==> config.mk <==
export PLATFORM = sky130hd
export DESIGN_NAME = mux_nto1_reg
export DESIGN_NICKNAME = d
export VERILOG_FILES = /design/src/rtl/mux_nto1_reg.sv
export SDC_FILE = /design/constraint.sdc
export NUM_CORES = 1
export LEC_CHECK = 0
export ABC_AREA = 1
export BUFFER_PORTS_ARGS = -buffer_cell sky130_fd_sc_hd__buf_2
export CELL_PAD_IN_SITES_DETAIL_PLACEMENT = 1
export CELL_PAD_IN_SITES_GLOBAL_PLACEMENT = 1
export CORE_MARGIN = 4
export CORE_UTILIZATION = 33
export DETAILED_ROUTE_END_ITERATION = 16
export GPL_TIMING_DRIVEN = 1
export PLACE_DENSITY_LB_ADDON = 0.1
export SLEW_MARGIN = 20
export SYNTH_ARGS = -nofsm -noshare
export SYNTH_HDL_FRONTEND = slang
export SYNTH_SLANG_ARGS = --single-unit
==> constraint.sdc <==
create_clock -name clk -period 5.55 [get_ports clk]
set_clock_uncertainty 0.2 [all_clocks]
set_input_delay 1.665 -clock clk [delete_from_list [all_inputs] [get_ports clk]]
set_output_delay 1.665 -clock clk [all_outputs]
set_load 0.005 [all_outputs]
==> src/rtl/mux_nto1_reg.sv <==
// Registered N:1 operand multiplexer with fixed-select and round-robin grant modes.
// A single output register sits between the granted input channel and the downstream consumer.
module mux_nto1_reg #(
  parameter int WIDTH  = 8,
  parameter int NUM_IN = 4,
  parameter int SEL_W  = $clog2(NUM_IN)
) (
  input  logic                    clk,
  input  logic                    rst_n,
  input  logic [NUM_IN*WIDTH-1:0] in_data,
  input  logic [NUM_IN-1:0]       in_valid,
  output logic [NUM_IN-1:0]       in_ready,
  input  logic                    mode,
  input  logic [SEL_W-1:0]        sel,
  output logic [WIDTH-1:0]        out_data,
  output logic [SEL_W-1:0]        out_chan,
  output logic                    out_valid,
  input  logic                    out_ready
);

  // Handshakes: a word moves on any rising edge where valid and ready are both high.
  // A producer holds valid and data steady until that edge, and valid never waits on ready.
  // in_ready is combinational and goes only to the granted channel.
  // Because of that, in fixed-select mode it may be high while in_valid is low.

  logic              can_accept;
  logic              grant_vld;
  logic [SEL_W-1:0]  grant;
  logic [SEL_W-1:0]  rr_ptr;
  logic [SEL_W-1:0]  rr_next;
  logic [WIDTH-1:0]  grant_data;
  logic              grant_in_valid;
  logic              xfer;
  logic              found;
  int                idx;

  assign can_accept = !out_valid || out_ready;

  always_comb begin
    grant_vld = 1'b0;
    grant     = '0;
    found     = 1'b0;
    idx       = 0;
    if (!mode) begin
      if (int'(sel) < NUM_IN) begin
        grant_vld = 1'b1;
        grant     = sel;
      end
    end else begin
      // Scan from rr_ptr upward, wrapping modulo NUM_IN. The first valid channel wins.
      for (int k = 0; k < NUM_IN; k++) begin
        idx = (int'(rr_ptr) + k) % NUM_IN;
        for (int i = 0; i < NUM_IN; i++) begin
          if (!found && i == idx && in_valid[i]) begin
            found     = 1'b1;
            grant_vld = 1'b1;
            grant     = SEL_W'(i);
          end
        end
      end
    end
  end

  always_comb begin
    in_ready       = '0;
    grant_data     = '0;
    grant_in_valid = 1'b0;
    for (int i = 0; i < NUM_IN; i++) begin
      if (grant_vld && int'(grant) == i) begin
        in_ready[i]    = can_accept;
        grant_data     = in_data[i*WIDTH +: WIDTH];
        grant_in_valid = in_valid[i];
      end
    end
  end

  assign xfer    = grant_vld && grant_in_valid && can_accept;
  assign rr_next = (int'(grant) == NUM_IN - 1) ? '0 : grant + SEL_W'(1);

  always_ff @(posedge clk or negedge rst_n) begin
    if (!rst_n) begin
      out_data  <= '0;
      out_chan  <= '0;
      out_valid <= 1'b0;
      rr_ptr    <= '0;
    end else begin
      if (xfer) begin
        out_data  <= grant_data;
        out_chan  <= grant;
        out_valid <= 1'b1;
        if (mode) rr_ptr <= rr_next;
      end else if (out_ready) begin
        out_valid <= 1'b0;
      end
    end
  end

endmodule

# Yosys cells after proc, flatten, opt, wreduce, memory -nomap -nowiden

Index checks and enable logic that the tools add are counted.

Bits of input ports: 42
Output and inout bits: 15
Flip-flop bits (word level): 13
Logic and storage cells: 167

Equal/unequal tests: 15
Bitwise logic cells: 3
Mux-type cells: 77
$add $sub $neg: 4
Reductions and logical operators: 64

Operator list:

| operator                                                         | number |
|---|---|
| 32-bit zero test                                                 | 4 |
| 1-bit 2-to-1 mux                                                 | 57 |
| 1-bit logical AND                                                | 37 |
| 2-bit 2-to-1 mux                                                 | 16 |
| 8-bit 2-to-1 mux                                                 | 4 |
| 3-bit == test (first input constant)                             | 6 |
| 1-bit zero test                                                  | 16 |
| 2-bit by 3-bit == test with 1-bit output (first input constant)  | 3 |
| 2-bit OR reduction                                               | 3 |
| 2-bit by 1-bit adder with 2-bit output (second input constant)   | 2 |
| 2-bit adder (second input constant)                              | 2 |
| 2-bit == test (first input constant)                             | 2 |
| 2-bit == test (second input constant)                            | 2 |
| 1-bit AND (first input constant)                                 | 3 |
| 1-bit by 2-bit == test with 1-bit output (first input constant)  | 1 |
| 2-bit by 1-bit == test with 1-bit output (second input constant) | 1 |
| 2-bit zero test                                                  | 1 |
| 2-bit AND reduction                                              | 1 |
| 2-bit nonzero test                                               | 1 |
| 1-bit logical OR                                                 | 1 |

# Logic depth before layout (Yosys ltp)

Depth in word-level cells: 88
Depth in mapped cells: 23
Depth with buffers taken out: 22

# Least setup slack after synthesis

Ideal clock, no wire load.

Path type: input port to output port
Start point: in in_valid[3]
End point: out in_ready[2]
Arrival time: 3.562 ns
Setup slack: 0.123 ns
Cell stages on the path: 13
Data required time: 3.685 ns
Path buffers: 1
Cells stage by stage: nand3_1 nand2_1 inv_2 nand4_4 nor3_4 nand4_2 nor4_1 a31oi_1 a21oi_1 ha_1 buf_1 nand2_4 nor2_1

Longest elaborated chain between the ends: 66
Elaborated cells between the ends (all ways): 92
Classes of those cells: eq/ne: 1; mux: 53; reduce/logical: 38

Ends and longest elaborated chain:

| what                            | line | text |
|---|---|---|
| from (decl)                     | 11   | `input logic [NUM_IN-1:0] in_valid,` |
| 1-bit logical AND               | 54   | `if (!found && i == idx && in_valid[i]) begin` |
| 1-bit 2-to-1 mux                | 54   |  |
| 1-bit 2-to-1 mux                | 44   | `if (!mode) begin` |
| 1-bit zero test                 | 54   |  |
| 1-bit logical AND (2 in series) | 54   |  |
| 1-bit 2-to-1 mux                | 54   |  |
| 1-bit 2-to-1 mux                | 44   |  |
| 1-bit zero test                 | 54   |  |
| [... 49 more ...]               | n/a  |  |
| 1-bit zero test                 | 54   |  |
| 1-bit logical AND (2 in series) | 54   |  |
| 2-bit 2-to-1 mux *              | 54   |  |
| 2-bit 2-to-1 mux *              | 44   |  |
| named net grant[1]              | 28   | `logic [SEL_W-1:0] grant;` |
| 2-bit == test *                 | 69   | `if (grant_vld && int'(grant) == i) begin` |
| 1-bit logical AND *             | 69   |  |
| 1-bit 2-to-1 mux *              | 69   |  |
| to (decl)                       | 12   | `output logic [NUM_IN-1:0] in_ready,` |

Mark *: on every way through the listed nets, which the timed path passes. The rest lies on a longest branch. The select of a mux whose other input is x is not followed.

# Worst setup path in the final report

Start point: in in_valid[2]
End point: out in_ready[2]

Longest elaborated chain between the ends: 71
Elaborated cells between the ends (all ways): 99
Classes of those cells: eq/ne: 1; mux: 57; reduce/logical: 41

Ends and longest elaborated chain:

| what                            | line |
|---|---|
| 1-bit logical AND               | 54 |
| 1-bit 2-to-1 mux                | 54 |
| 1-bit 2-to-1 mux                | 44 |
| 1-bit zero test                 | 54 |
| 1-bit logical AND (2 in series) | 54 |
| 1-bit 2-to-1 mux                | 54 |
| 1-bit 2-to-1 mux                | 44 |
| 1-bit zero test                 | 54 |
| [... 54 more ...]               | n/a |
| 1-bit zero test                 | 54 |
| 1-bit logical AND (2 in series) | 54 |
| 2-bit 2-to-1 mux *              | 54 |
| 2-bit 2-to-1 mux *              | 44 |
| named net grant[1]              | 28 |
| 2-bit == test *                 | 69 |
| 1-bit logical AND *             | 69 |
| 1-bit 2-to-1 mux *              | 69 |

Marked as above.

==> results.md <==
- Dpl cell area: 1730 µm²
- Power density cells: 459 nW/µm²
- Final Cycle Share: 97.6%
- Slew margin rel.: 74.7%
- R2R Setup Slk: 2070 ps
- CP max stage cell: ha_2
- Dpl hpwl: 3410 µm
- Type of origin of the critical path: primary input
- Fmax: 185 MHz
- Row count: 23
- Die width: 72.5 µm
- Total Wirelength: 4080 µm
- RePlAce Congestion: 0.815
- Slew @ Worst Pin: 377 ps
- CTS tree: yes
- P_leak: 0.951 nW
- Root Buffer: clkbuf_8
- Routed Antenna Nets: 0
- Syn_area_per_cell: 6.90 µm²
- Largest net degree at the start of global routing: 22
- Combinational power share: 69.8%
- Post-Syn Area: 1370 µm²
- Reg2reg end: out_data[5]
- Leading cell type in the layout, fill and taps excluded: buf_2
- Core area: 4000 µm²
- Crit-path max cell delay: 250 ps
- Most used cell, CP: buf_2
- Die height: 72.5 µm
- Slew Viols, Final: 0
- Worst r2r path cells: 21
- Via count: 1502
- First-pass GRT wire length: 6450 µm
- Filler cells: 554
- Crit path launch: in_valid[2]
- Type of the worst min-delay path: reg -> reg
- Fin crit period: 5420 ps
- IO Pins: 57
- Overall routing resource usage: 15.4%
- Post-route cell area: 1820 µm²
- DR vias/cell: 4.77
- Worst skew pair latency: 240 ps
- Initial Util: 34.3%
- Req. time, crit path: 3690 ps
- Crit path DAT: 3550 ps
- Area grow syn2layout: 32.8%
- Vias in the first global route: 1427
- Reg area: 325 µm²
- Yosys warns: 0
- Area occupied by multi-input gates: 941 µm²
- Critical Path End: in_ready[2]
- Num CTS Buffers: 3
- RSZ-0062 raised after global routing: true
- Cell internal pwr: 0.427 mW
- Switching pwr: 0.410 mW
- PortBufs: 56
- DR pass1 iterations: 4
- DRC viols: 0
- Worst-case clock buffer depth: 2
- Power share of the sequential group: 20.6%
- H-tree levels: 1
- Crit Reg-Reg Startpoint: rr_ptr[1]
- Crit Path Max Fanout: 6
- Number of library cell types mapped by synthesis: 28
- Initial DRC Count: 43
- Most frequent cells in the layout: buf_2 (56), nand2_1 (53), nand3_1 (31)
- Final setup vio count: 0
- Max VDD drop: 0.141 mV
- Setup crit end kind: output pin
- Post-place setup slack: -64.4 ps
- Ant diodes: 0
- Max-cap violations: 0
- Sw frac: 49.0%
- Layout cells sized above 1: 44.2%
- Synthesis-stage register bit count: 13
- Final core occ: 45.6%
- CP Class: in -> out
- Synthesized instance count: 199
- Setup WS post-layout: 135 ps
- Die area: 5250 µm²
- Net count, final: 312
- Post-Syn Nets: 245
- Count of endpoints failing hold in the final timing report: 0
- Worst path cell trace: buf_2 > nand3_1 > nand2_1 > inv_2 > nand4_4 > nor3_4 > nand4_2 > nor4_2 > a31oi_1 > a21oi_2 > ha_2 > nand2_4 > nor2_1 > buf_2
- Total global routing overflow: 0
- Seq/Total Area, Yosys: 23.7%
- Avg WL per Cell: 13.0 µm
- Initial antenna violation count: 0
- Clk sinks: 13
- Clock power frac: 9.7%
- Reg clk slew, reported paths: 50 ps
- Status: finished clean
[registers in the layout, summed over array words and instances (netlist names)]
register   cells
rr_ptr         2
out_chan       2
out_data       8
out_valid      1
[cells by family (layout without fill, tap and decap cells)]
group           after synthesis  count (layout)  share of synthesized area (%)
flops                        13              13                           23.7
compound gates               26              26                           12.2
fa+ha+maj                     4               4                           3.65
buf+inv                      26              92                           9.84
simple gates                130             130                           50.6
[power by group through the flow]
stage | logic (mW) | registers (mW) | clock network [mW]
after detailed placement | 0.570 | 0.173 | 0
after global routing | 0.658 | 0.179 | 0.0876
final | 0.584 | 0.172 | 0.0810
after CTS | 0.575 | 0.172 | 0.0843
after floorplan | 0.416 | 0.173 | 0
after global placement | 0.567 | 0.172 | 0
[cells in the mapped netlist, drive strengths merged]
| master | count | area share, % |
|---|---|---|
| o21ai | 21 | 10 |
| nor3 | 3 | 1.9 |
| clkbuf | 1 | 0.27 |
| a21oi | 3 | 1.1 |
| nor2 | 13 | 4.1 |
| ha | 4 | 3.6 |
| buf | 6 | 4.4 |
| dfrtp | 13 | 24 |
| or2 | 8 | 3.6 |
| o211ai | 1 | 0.55 |
| nor4 | 3 | 1.4 |
| nand3 | 34 | 14 |
| a31oi | 1 | 0.46 |
| nand2 | 61 | 20 |
| inv | 19 | 5.2 |
| nand4 | 8 | 6.3 |
[routing by layer]
layer	track usage (%)	wire length [µm]	up-vias
li1	-	-	800
met2	23.5	1750	42
met1	23.1	2090	656
met3	1.39	206	4
met4	4.30	38	0
met5	0	0	-
[worst min-delay path by stage]
| stage | from | endpoint | slack (ps) | depth (start not counted) |
|---|---|---|---|---|
| 5_1_grt | out_data[2] | out_data[2] | 310 | 2 |
| 4_1_cts | out_data[2] | out_data[2] | 290 | 2 |
| 2_1_floorplan | out_data[0] | out_data[0] | 280 | 2 |
| 3_5_place_dp | out_data[1] | out_data[1] | 270 | 2 |
| 6_report | out_data[4] | out_data[4] | 280 | 2 |
| 3_3_place_gp | out_data[5] | out_data[5] | 260 | 2 |
[critical path, delay by kind of cell]
kind,cells,cell delay (ps)
buffers and inverters,3,350
AOI/OAI and AO/OA,2,350
adders and majority gates,1,250
and+or+nand+nor,8,930
[cell type report]
cell class	instances	area share, %
clock buffers	4	2.47
inverters	19	3.91
multi-input cells	160	51.6
flip-flops and latches	13	17.8
well taps	50	3.43
repair buffers	69	20.7
[timing repair]
action | 4_1_cts | 5_1_grt
pin swaps | 0 | 0
setup endpoints to repair | 4 | 4
buffers inserted | 0 | 2
cloned | 0 | 0
hold buffers | 0 | 0
resized for setup | 1 | 8
[metrics by stage]
step	cells	power [mW]	hold slack (ps)	TNS, ps
floorplan	199	0.589	278	0
global placement	309	0.739	261	0
detailed placement	309	0.742	271	-158
CTS	313	0.831	286	0
global route	315	0.925	305	-85.9
finish	315	0.837	281	0
Power figures use the tool's default switching activity.
